`src/rtl/roic_lvds_emulator.sv`:
```
// ROIC LVDS source emulator: serialises idle, training or pixel-row words MSB first,
// with a frame clock that is high for the first half of every word.
module roic_lvds_emulator #(
    parameter int                    DATA_WIDTH = 24,
    parameter logic [DATA_WIDTH-1:0] PATTERN_1  = 24'hFFF000,
    parameter logic [DATA_WIDTH-1:0] PATTERN_2  = 24'hFF0000,
    parameter int                    NUM_PIXELS = 256
) (
    input  logic                  ser_clk,
    input  logic                  ser_reset_n,
    input  logic                  enable,
    input  logic                  train_req,
    input  logic                  pattern_sel,
    input  logic                  test_pattern_en,
    input  logic                  sync,
    input  logic [DATA_WIDTH-1:0] word_in,
    input  logic                  word_valid,
    output logic                  word_ready,
    output logic                  ser_data_out,
    output logic                  ser_fclk_out,
    output logic [11:0]           row_count,
    output logic                  busy,
    output logic                  underrun
);

    localparam int             CW       = (DATA_WIDTH > 1) ? $clog2(DATA_WIDTH) : 1;
    localparam logic [CW-1:0]  LAST_BIT = CW'(DATA_WIDTH - 1);
    localparam logic [CW-1:0]  HALF_BIT = CW'(DATA_WIDTH / 2);
    localparam logic [11:0]    LAST_COL = 12'(NUM_PIXELS - 1);

    typedef enum logic [1:0] {IDLE, TRAIN, ROW} state_t;

    state_t                state;
    state_t                state_nxt;
    logic [CW-1:0]         bit_cnt;
    logic [CW-1:0]         bit_nxt;
    logic [11:0]           col_cnt;
    logic [11:0]           load_col;
    logic [DATA_WIDTH-1:0] shift_reg;
    logic [DATA_WIDTH-1:0] load_word;
    logic                  fclk_q;
    logic                  sync_pend;
    logic                  bnd;
    logic                  row_last;
    logic                  row_load;

    assign bnd          = enable && (bit_cnt == LAST_BIT);
    assign bit_nxt      = bnd ? '0 : bit_cnt + 1'b1;
    assign row_last     = (col_cnt == LAST_COL);
    assign ser_data_out = shift_reg[DATA_WIDTH-1];
    assign ser_fclk_out = fclk_q;

    always_ff @(posedge ser_clk or negedge ser_reset_n) begin
        if (!ser_reset_n) begin
            state <= IDLE;
        end else begin
            state <= state_nxt;
        end
    end

    // Transitions only at word boundaries; dropping enable forces IDLE at once.
    always_comb begin
        state_nxt = state;
        if (!enable) begin
            state_nxt = IDLE;
        end else if (bnd) begin
            case (state)
                IDLE: begin
                    if (train_req) begin
                        state_nxt = TRAIN;
                    end else if (sync_pend || sync) begin
                        state_nxt = ROW;
                    end
                end
                TRAIN: begin
                    if (!train_req) begin
                        state_nxt = IDLE;
                    end
                end
                ROW: begin
                    if (row_last) begin
                        state_nxt = train_req ? TRAIN : IDLE;
                    end
                end
                default: state_nxt = IDLE;
            endcase
        end
    end

    // The word loaded at a boundary belongs to the state being entered.
    always_comb begin
        busy       = (state == ROW);
        row_load   = bnd && (state_nxt == ROW);
        load_col   = (state == ROW) ? col_cnt + 12'd1 : 12'd0;
        word_ready = row_load && !test_pattern_en && word_valid;
        load_word  = '0;
        case (state_nxt)
            TRAIN: load_word = pattern_sel ? PATTERN_2 : PATTERN_1;
            ROW: begin
                if (test_pattern_en) begin
                    load_word = DATA_WIDTH'({row_count, load_col});
                end else if (word_valid) begin
                    load_word = word_in;
                end
            end
            default: load_word = '0;
        endcase
    end

    always_ff @(posedge ser_clk or negedge ser_reset_n) begin
        if (!ser_reset_n) begin
            bit_cnt   <= '0;
            col_cnt   <= '0;
            shift_reg <= '0;
            fclk_q    <= 1'b0;
            sync_pend <= 1'b0;
            row_count <= '0;
            underrun  <= 1'b0;
        end else if (!enable) begin
            bit_cnt   <= '0;
            col_cnt   <= '0;
            shift_reg <= '0;
            fclk_q    <= 1'b0;
            sync_pend <= 1'b0;
        end else begin
            bit_cnt <= bit_nxt;
            fclk_q  <= (bit_nxt < HALF_BIT);
            if (bnd) begin
                shift_reg <= load_word;
                sync_pend <= 1'b0;
                if (state_nxt == ROW) begin
                    col_cnt <= load_col;
                end else begin
                    col_cnt <= '0;
                end
                if (state == ROW && row_last) begin
                    row_count <= row_count + 12'd1;
                end
                if (row_load && !test_pattern_en && !word_valid) begin
                    underrun <= 1'b1;
                end else if (state == IDLE && state_nxt == ROW) begin
                    underrun <= 1'b0;
                end
            end else begin
                shift_reg <= shift_reg << 1;
                if (sync && state == IDLE) begin
                    sync_pend <= 1'b1;
                end
            end
        end
    end

endmodule

```
`config.mk`:
```
export PLATFORM = sky130hd
export DESIGN_NAME = roic_lvds_emulator
export DESIGN_NICKNAME = d
export VERILOG_FILES = /design/src/rtl/roic_lvds_emulator.sv
export SDC_FILE = /design/constraint.sdc
export NUM_CORES = 1
export LEC_CHECK = 0
export CAP_MARGIN = 25
export CORE_MARGIN = 2
export CORE_UTILIZATION = 48
export CTS_CLUSTER_DIAMETER = 50
export DETAILED_ROUTE_END_ITERATION = 12
export GPL_ROUTABILITY_DRIVEN = 0
export PLACE_DENSITY = 0.76
export SLEW_MARGIN = 30
export SYNTH_ARGS = -nofsm -noshare
export SYNTH_HDL_FRONTEND = slang
export SYNTH_SLANG_ARGS = --single-unit
export TNS_END_PERCENT = 5
```
`constraint.sdc`:
```
create_clock -name ser_clk -period 3.2 [get_ports ser_clk]
set_input_delay 0.64 -clock ser_clk [delete_from_list [all_inputs] [get_ports ser_clk]]
set_output_delay 0.64 -clock ser_clk [all_outputs]
set_load 0.005 [all_outputs]
```
# == After elaboration in Yosys (flattened, before gate mapping) ==
# Index checks and enable logic that the tools add are counted.
# word_totals
word_cells,61
inputBits,32
reg_bits,58
# classes
n_mux,26
reduce_logical,15
eq_ne,8
add_sub_neg,3
magnitude_cmp,1
# op_table
operator,n
$mux 24,4
$mux 12,4
$pmux 24 s2,1
$add 12x1->12 const B,2
$mux 16,1
$eq 12x8->1 const B,1
$mux 2,6
$mux 5,2
$logic_and 1x1->1,8
$mux 1,7
$pmux 2 s3,1
$reduce_and 3->1,2
$add 5x1->5 const B,1
$eq 5x5->1 const B,1
$lt 5x4->1 const B,1
$eq 2x1->1 const B,2
$eq 2x2->1 const B,2
$ne 3x1->1 const B,1
$logic_not 1->1,2
$logic_not 2->1,1
$ne 2x1->1 const B,1
$reduce_bool 2->1,1
$logic_or 1x1->1,1

# == Longest topological paths before layout ==
# Gate-level depths: netlist of the first run.
# depth
depth_word,12
ltp_mapped,13
mapped_depth_nobuf,12

# == Worst setup path after synthesis of the first run ==
# Ideal clock, no wire load.
# synth_timing
path_kind,reg-to-reg
startpoint,register col_cnt[8]
endpoint,register shift_reg[10]
path_buffers,2
arrival_ns,3.047
slack_ns,0.070
path_stages_with_launch,13
t_required_ns,3.117
cell_sequence,dfrtp_1 -> buf_6 -> or4_4 -> or3_1 -> o21ai_1 -> and4_1 -> a31o_1 -> ha_1 -> nor3_1 -> and2_1 -> clkbuf_1 -> a22oi_1 -> o21ai_0
# synth_via
elab_chain_cells,9
elab_cells_between_ends,13
# synth_lines
element,line,source
start: declaration,37,logic [11:0] col_cnt;
start signal: assignment,132,col_cnt <= load_col;
$eq 12x8->1 *,49,assign row_last = (col_cnt == LAST_COL);
$mux 2 *,81,if (row_last) begin
$pmux 2 s3 *,67,case (state)
$mux 2 *,66,end else if (bnd) begin
$mux 2 *,64,if (!enable) begin
net state_nxt[0],34,state_t state_nxt;
$eq 2x2->1 or $eq 2x1->1 (tied branches),97,case (state_nxt)
$pmux 24 s2 *,97,
$mux 24 *,128,if (bnd) begin
$mux 24 *,119,end else if (!enable) begin
end signal: assignment,129,shift_reg <= load_word;
end signal: assignment,145,shift_reg <= shift_reg << 1;
end: declaration,39,logic [DATA_WIDTH-1:0] shift_reg;
# Mark *: on every way through the listed nets, which the timed path passes. The rest lies on a longest branch.
# A chain may end at the register's enable or synchronous reset.

# == Worst setup path after layout of the first run ==
# layout_timing
startpoint,register col_cnt[11]
endpoint,output port word_ready
# layout_via
elab_chain_cells,9
# layout_lines
element,line,source
$eq 12x8->1,49,
$mux 2,81,
$pmux 2 s3,67,
$mux 2,66,
$mux 2,64,
net state_nxt[1],34,
$eq 2x2->1,93,row_load = bnd && (state_nxt == ROW);
$logic_and 1x1->1,93,
$logic_and 1x1->1 (2 in series),95,word_ready = row_load && !test_pattern_en && word_valid;
end: declaration,18,"output logic word_ready,"
# The timed path passes the listed nets, and every way through them passes these cells.

==> results of run 1 <==
-- placed cells by master (no fill, tap or decap), types with 10 or more instances in the layout --
cell type                         count
sky130_fd_sc_hd__nand3_1             17
sky130_fd_sc_hd__a22oi_1             15
sky130_fd_sc_hd__xnor2_1             11
sky130_fd_sc_hd__nand2_1             24
sky130_fd_sc_hd__buf_4               30
sky130_fd_sc_hd__clkdlybuf4s50_1     46
sky130_fd_sc_hd__o21ai_0             22
sky130_fd_sc_hd__dfrtp_1             58
sky130_fd_sc_hd__a21oi_1             13
sky130_fd_sc_hd__clkbuf_8            10
sky130_fd_sc_hd__nor2_1              13
sky130_fd_sc_hd__xor2_1              12
-- cell families after synthesis --
family / share of synthesized area (%)
simple gates: 17.2
compound gates: 19.8
flops: 50.4
xor+xnor: 7.00
buf+inv: 3.04
fa+ha+maj: 2.17
mux: 0.391
-- per-stage QoR --
| stage | util, % | setup WS [ns] | power (uW) |
|---|---|---|---|
| after floorplan | - | 0.0696 | 783 |
| after global placement | 61.3 | -0.220 | 850 |
| after detailed placement | 61.3 | -0.287 | 850 |
| after CTS | 65.5 | -0.135 | 1600 |
| after global routing | 66.0 | -0.177 | 1650 |
| final | 66.0 | -0.117 | 1580 |
-- how the worst max path moves through the flow --
stage | depth (start not counted) | start | endpoint
finish | 8 | col_cnt[11] | word_ready
global route | 8 | col_cnt[11] | word_ready
CTS | 8 | col_cnt[11] | word_ready
detailed placement | 8 | col_cnt[8] | word_ready
global placement | 8 | col_cnt[8] | word_ready
floorplan | 12 | col_cnt[8] | shift_reg[10]
-- cell type report --
cell class / count / area, sq um / share of cell area (%)
Tap cell: 75 / 93.8 / 2.43
Clock inverter: 5 / 77.6 / 2.01
Clock buffer: 11 / 141 / 3.66
Multi-Input combinational cell: 210 / 1380 / 35.8
Inverter: 3 / 11.3 / 0.292
Sequential cell: 58 / 1450 / 37.6
Timing Repair Buffer: 78 / 702 / 18.2
-- worst register-to-register path: stages, from the launching register on --
cell                      delay (ns)
sky130_fd_sc_hd__dfrtp_1        0.37
sky130_fd_sc_hd__or4_4          0.53
sky130_fd_sc_hd__or3_4          0.35
sky130_fd_sc_hd__a221o_1        0.34
sky130_fd_sc_hd__and2_4         0.18
sky130_fd_sc_hd__ha_4           0.15
sky130_fd_sc_hd__buf_4          0.13
sky130_fd_sc_hd__nand2_1        0.11
sky130_fd_sc_hd__nor3_2         0.05
sky130_fd_sc_hd__buf_4          0.15
sky130_fd_sc_hd__and2_1         0.13
sky130_fd_sc_hd__buf_4          0.16
sky130_fd_sc_hd__a22oi_1        0.17
sky130_fd_sc_hd__o21ai_0        0.12
-- what timing repair did --
item | CTS | global route
setup endpoints to repair | 7 | 6
pin swaps | 3 | 0
cloned | 0 | 0
endpoints found under the hold margin | 0 | 0
gates resized for setup | 9 | 6
buffers inserted | 1 | 0
hold buffers | 0 | 0
-- power by group --
| part | leakage [uW] | internal, uW | switching, uW |
|---|---|---|---|
| Combinational | 0.000780 | 47.3 | 47.5 |
| Sequential | 0.000799 | 738 | 4.11 |
| Clock | 0.000109 | 457 | 291 |
| Total | 0.00169 | 1240 | 343 |
-- metal layers --
layer | GRT usage [%] | wire, microns | vias to the layer above
met5 | 0 | 0 | -
met4 | 11.2 | 157 | 0
met3 | 4.51 | 267 | 13
met2 | 40.3 | 3730 | 74
met1 | 33.0 | 3230 | 1224
li1 | - | - | 1201
==> results.txt, run 1 <==
----------------------------------------------------
[Status]
  Outcome ... finished, violations left
  Violated checks ... setup timing

[Synthesis]
  Synth Warn # ... 0
  Post-synth ARST share ... 100%
  Cell with the most instances after synthesis ... sky130_fd_sc_hd__dfrtp_1
  Number of instances in the synthesized netlist ... 289
  Flip-flop and latch count after synthesis ... 58
  Synthesized area per cell ... 9.96 sq um
  Net count of the mapped netlist ... 326
  Largest area contributor in the synthesized netlist ... sky130_fd_sc_hd__dfrtp_1
  Sequential area share after synthesis ... 50.4%
  Area share of the largest cell type after synthesis ... 50.4%
  Distinct cells, synth ... 42
  Largest cells by area after synthesis ... sky130_fd_sc_hd__dfrtp_1, sky130_fd_sc_hd__a22oi_1, sky130_fd_sc_hd__o21ai_0
  Number of synthesized flops with an enable pin ... 0
  Mapped Area ... 2880 sq um
  Most numerous cell types in the synthesized netlist ... sky130_fd_sc_hd__dfrtp_1, sky130_fd_sc_hd__nand2_1, sky130_fd_sc_hd__o21ai_0
  Predominant post-synthesis flop cell ... sky130_fd_sc_hd__dfrtp_1

[Clock tree]
  Max clock buf depth ... 2
  Buffer cell driving the clock tree root ... sky130_fd_sc_hd__clkbuf_8
  CTS Buf Count ... 9
  Insertion delay to the later sink of the worst-skew pair ... 0.34 ns
  Sink count of the clock tree ... 58
  TritonCTS clock tree ... built
  Post-CTS clock slew at the launch and capture registers of the worst setup and hold paths ... 0.07 ns
  Number of levels in the clock H-tree ... 3

[Floorplanning]
  I/O pin total ... 49
  Die area ... 6630 sq um
  CORE AREA ... 5850 sq um
  Die extent in y ... 81.4 microns
  Initial standard-cell utilization of the core ... 49.2%
  Die X ... 81.4 microns
  Site row count ... 28

[Timing]
  Total count of max-transition violations in the final report ... 0
  Worst-Margin Slew ... 0.837 ns
  Number of failing hold endpoints at the final stage ... 0
  Worst slew margin ... 44.2%
  Achievable Freq ... 302 MHz
  Worst hold slack after final layout ... 0.366 ns
  Unrepaired setup endpoints after global routing ... yes
  Maximum clock skew at final layout ... 0.00909 ns
  Total Neg Setup Slack ... -0.117 ns
  Setup slack of the critical path after layout ... -0.117 ns
  Total of endpoints with negative setup slack in the final report ... 1
  Part of the cycle the worst path needs ... 104%
  Final critical path time including I/O delays and setup ... 3.32 ns

[Critical path]
  Reg-to-reg slack, setup ... 0.11 ns
  Biggest cell delay along the critical path ... 0.53 ns
  Slowest stage cell on the critical path ... sky130_fd_sc_hd__or4_4
  Data arrival time at the worst-slack endpoint ... 2.68 ns
  Cell count of the worst reg-to-reg path ... 13
  Endpoint required time on the critical path ... 2.56 ns
  Sequence of cells on the critical path ... or4_4 -> or3_4 -> a221o_1 -> and2_4 -> ha_4 -> and3_4 -> and2_4 -> buf_6
  Critical path endpoint category ... output port
  Maximum net fanout on the critical path ... 2
  Startpoint of the worst-slack reg-to-reg timing path ... col_cnt[11]
  Crit-path leading delay family ... simple AND/OR/NAND/NOR gates
  Critical register-to-register path endpoint ... shift_reg[9]
  Cell occurring most often along the worst timing path ... sky130_fd_sc_hd__and2_4
  WP buf/inv ... 1
  Startpoint kind of the worst setup timing path ... register
  Type of the worst setup path ... register to output port

[Routing]
  Remaining design rule violation count ... 0
  Number of DRC markers in iteration 0 ... 236
  Final wirelength ... 7390 microns
  Number of iterations in the first detailed-routing pass ... 4
  Via Count ... 2512
  Wire length per cell after detailed routing ... 16.8 microns
  Via density per instance ... 5.71
  Antenna-violating nets left ... 0

[Placed design]
  Placed Instances ... 423
  Cell area after placement ... 3590 sq um
  HPWL after DPL ... 5260 microns
  Number of port buffers ... 48

[Hold path]
  HP Class ... primary input to asynchronous set/reset pin

[Power and ir drop]
  Cell Pwr Density ... 411 nW/um^2
  Max VDD drop ... 0.000311 V
  Lkg Pwr ... 0.00169 uW

[Final layout]
  Growth of design area from synthesis to finish ... 34.1%
  Number of standard cells in the final layout excluding fillers ... 440
  Number of flip-flops in the largest register ... 24
  Net count of the finished layout ... 397
  Share of layout cells above drive strength 1 ... 15.9%
  Inserted Diodes ... 0
  Fin area ... 3860 sq um
  Layout fillers ... 461

[Global routing]
  Global route overflow ... 0
  Number of antenna violations at the first check in global routing ... 0
  Maximum number of pins on one net before global-route repair ... 35
  Global-route usage over all layers ... 25.0%
  Via count of the first global-routing pass ... 2529
  First-pass GRT wire length ... 12400 microns

[Run]
  Max_cap viols ... 0

----------------------------------------------------
Note: power is estimated with default switching activity, not from simulation.
==> run 2: changes to the inputs <==
- ABC_CLOCK_PERIOD_IN_PS: unset -> 3200
- GPL_TIMING_DRIVEN: unset -> 1
==> results of run 2 <==
Same layout as run 1: the final DEF is identical, and so are final timing and power.
==> RTL change 1, RTL diff (flow settings as in run 2) <==
The 3 states of `state_t` get a one-hot encoding in 3 bits.
--- a/src/rtl/roic_lvds_emulator.sv
+++ b/src/rtl/roic_lvds_emulator.sv
@@ -28,7 +28,7 @@
     localparam logic [CW-1:0]  HALF_BIT = CW'(DATA_WIDTH / 2);
     localparam logic [11:0]    LAST_COL = 12'(NUM_PIXELS - 1);
 
-    typedef enum logic [1:0] {IDLE, TRAIN, ROW} state_t;
+    typedef enum logic [2:0] {IDLE = 3'b001, TRAIN = 3'b010, ROW = 3'b100} state_t;
 
     state_t                state;
     state_t                state_nxt;
Formal check against the unedited RTL: no difference found for any inputs over 10 cycles, from zero or initial values and one cycle with ser_reset_n low; not proved beyond that.
==> RTL change 1 against run 2 <==
- critical path depth decreased by 3
- critical endpoint unchanged
- sequential cell count increased by 1
- area after synthesis rose by 7.3%
- clock skew barely moved
- wire length down 0.72%
- setup slack better by 0.19 ns
- design area down 0.42%
- total power shrank 5.4%
==> RTL change 1: results (changes against run 2) <==
Syn Inst Count 318 (+10%); grt met2 use 0.3514 (-0.05191); Worst R2R Start col_cnt[8]; Internal 1.173 mW (-5.6%); clk pwr 0.639 mW (-15%); Post-Place Worst Slack 0.1470 ns (+0.4342 ns); Psw 0.3263 mW (-4.8%); worst-path cell with the longest stage delay dfstp_2; status complete, no violations; Worst R2R Path Depth 5 (-8); met2 wire len 3651 µm (-2.2%); Top class by area multi-input gates; CP arrival 2.49 ns (-0.19 ns); via count 2597 (+3.4%); invs w/o clock 7 (+4); Inst Count DP 431 (+1.9%); vias per cell 5.823 (+2.0%); Area contributors post-synth dfrtp_1 (47%), nand2_1 (5.3%), a22oi_1 (4.6%); sequential area share after synthesis 0.4785 (-0.02582); CP Launch Point state[0]; worst vdd ir 0.2637 mV (-15%); Design Area, Final 3842 µm² (-0.42%); first-pass GRT wire length 12030 µm (-3.1%); pin count of the biggest net entering global routing 32 (-8.6%); Post-Syn Area 3088 µm² (+7.3%); clock network area share 0.04722 (-0.009529); DR WL/cell 16.44 µm (-2.1%); Worst R2R End shift_reg[15]; CTS sink cnt 59 (+1.7%); fillers 539 (+17%); Routed met3 length 406 µm (+52%); placed inst area 3628 µm² (+1.1%)
RTL change 1: cell types whose count changed after synthesis, moves of 5 or more:
| cell | run 2 | this run |
|---|---|---|
| inv_1 | 2 | 7 |
| o211ai_1 | 0 | 8 |
| o21ai_0 | 23 | 17 |
| o21ai_1 | 7 | 1 |
| a31oi_1 | 3 | 11 |
| o31ai_1 | 8 | 0 |
| a21oi_1 | 13 | 7 |
| nand3_1 | 17 | 12 |
| nand2_1 | 24 | 44 |
| a221o_1 | 6 | 0 |
RTL change 1: kinds of logic (layout without fill, tap and decap cells):
logic type | after synthesis | after routing | synth area share
fa+ha+maj | 3 | 3 | 0.01216
mux | 1 | 1 | 0.003646
flops | 59 | 59 | 0.4785
buf+inv | 29 | 80 | 0.04295
compound gates | 89 | 89 | 0.2050
simple gates | 112 | 112 | 0.1868
xor+xnor | 25 | 25 | 0.07091
RTL change 1: what timing repair did:
action                                  in CTS  in global routing
endpoints found under the setup margin       1                  1
setup buffers                                1                  0
gates resized for setup                      1                  5
==> RTL change 2, RTL diff (config.mk and constraints of run 2) <==
Without the edit above. Set the parameter `DATA_WIDTH` to 32 (it was 24).
--- a/src/rtl/roic_lvds_emulator.sv
+++ b/src/rtl/roic_lvds_emulator.sv
@@ -1,7 +1,7 @@
 // ROIC LVDS source emulator: serialises idle, training or pixel-row words MSB first,
 // with a frame clock that is high for the first half of every word.
 module roic_lvds_emulator #(
-    parameter int                    DATA_WIDTH = 24,
+    parameter int                    DATA_WIDTH = 32,
     parameter logic [DATA_WIDTH-1:0] PATTERN_1  = 24'hFFF000,
     parameter logic [DATA_WIDTH-1:0] PATTERN_2  = 24'hFF0000,
     parameter int                    NUM_PIXELS = 256
Ports: changed (resized word_in); port bits go from 49 to 57. The function was not compared with the original's and may differ.
==> RTL change 2 against run 2 <==
- register-to-register slack improved by 0.21 ns
- count of clock-buffer cells in the layout fell by 1
- worst hold slack got worse by 0.031 ns
- core utilization fell by 0.44 points
- wire length fell by 1.8%
- total power rose by 0.30%
- area after synthesis rose by 9.6%
- design area rose by 7.8%
- setup slack improved by 0.22 ns
- critical endpoint unchanged
- critical path depth rose by 3
- sequential cell count rose by 8
- via count rose by 4.7%
==> RTL change 2: results (changes against run 2) <==
status complete, no violations; Layout Nets 425 (+7.1%); Synth Area in Compound Gates 0.1984 (+0.0005866); HPWL after DPL 4930 µm (-6.4%); CP arrival 2.46 ns (-0.22 ns); Worst-Skew Late Latency 0.36 ns (+0.02 ns); Final Non-Filler Cells 461 (+4.8%); sequential area share after synthesis 0.5238 (+0.01946); pin count of the biggest net entering global routing 38 (+8.6%); DR WL/cell 15.74 µm (-6.2%); Post-Syn Area per Cell 10.30 µm² (+3.5%); top post-synthesis cells by count dfrtp_1 (66), o21ai_0 (31), nand2_1 (26), a22oi_1 (20), nor2_1 (18); syn nets 352 (+8.0%); worst-path cell with the longest stage delay dfrtp_1; clk pwr 0.639 mW (-15%); Netlist cell types 44 (+4.8%); placed inst area 3910 µm² (+9.0%); xor/xnor cell area share of the yosys netlist 0.06389 (-0.006111); max reg flops 32 (+33%); via count 2629 (+4.7%); Area contributors post-synth dfrtp_1 (52%), o21ai_0 (4.9%), a22oi_1 (4.8%); logic gate share of total power 0.069 (+0.009); DR iter-0 viols 174 (-26%); GRT Total Usage 0.2109 (-0.03913); mux contribution to synthesized area 0 (-0.003913); first-pass GRT wire length 11920 µm (-3.9%); Fin Clk Skew 0.01302 ns (+0.003936 ns); Yosys Warn Count 0 (unchanged); Slew Limit Headroom 0.5377 (+0.09598); I/O Buffers 56 (+17%); share of layout cells above drive strength 1 0.1432 (-0.01567); Inst Count DP 442 (+4.5%); CTS resizes 8 (-1); Adder-Cell Fraction of Synth Area 0.02381 (+0.002070); Max stage delay on crit path 0.35 ns (-0.18 ns); worst vdd ir 0.2572 mV (-17%); fillers 514 (+11%)
RTL change 2: area by class of cell:
class	count	area, µm²	area share
multi-input cells	221	1484	0.3567
well taps	77	96.34	0.02316
inverters	4	15.01	0.003609
clock inverters	6	42.54	0.01023
repair buffers	77	733.2	0.1762
clock buffers	10	137.6	0.03308
flip-flops and latches	66	1652	0.3970
RTL change 2: worst reg2reg max path, cell delays in order, from the launching register on:
cell	delay [ns]
dfrtp_1	0.38
ha_2	0.19
and3_4	0.18
ha_4	0.15
nor2b_4	0.13
buf_4	0.13
buf_4	0.12
nor2_1	0.14
o211ai_1	0.13
ha_2	0.21
buf_4	0.13
buf_4	0.12
and4b_1	0.18
nand3_1	0.25
nor2b_1	0.09
a221o_1	0.26
RTL change 2: routing by layer:
layer | up-vias | GRT usage | routed length (µm)
li1 | 1262 | - | -
met3 | 16 | 0.06420 | 411
met2 | 73 | 0.3366 | 3614
met4 | 0 | 0.08802 | 125
met1 | 1278 | 0.2677 | 3104
met5 | - | 0 | 0
RTL change 2: per-stage QoR:
stage	total power, mW	hold WS [ns]	worst slack, ns
after global placement	0.9654	0.4498	-0.2170
after CTS	1.597	0.3413	0.01117
after floorplan	0.8833	0.3444	0.2914
after global routing	1.648	0.3768	-0.06391
after detailed placement	0.9663	0.4447	-0.2726
final	1.590	0.3342	0.1005
RTL change 2: path summary, 6_finish.rpt:
path	startpoint	to	slack, ns	depth (start not counted)
min reg2reg	shift_reg[23]	shift_reg[24]	0.47	1
max	bit_cnt[1]	word_ready	0.10	11
max in group asynchronous	ser_reset_n	row_count[10]	2.25	2
max reg2reg	bit_cnt[1]	shift_reg[4]	0.32	15
min in group ser_clk	shift_reg[23]	shift_reg[24]	0.47	1
min	ser_reset_n	state[0]	0.33	1
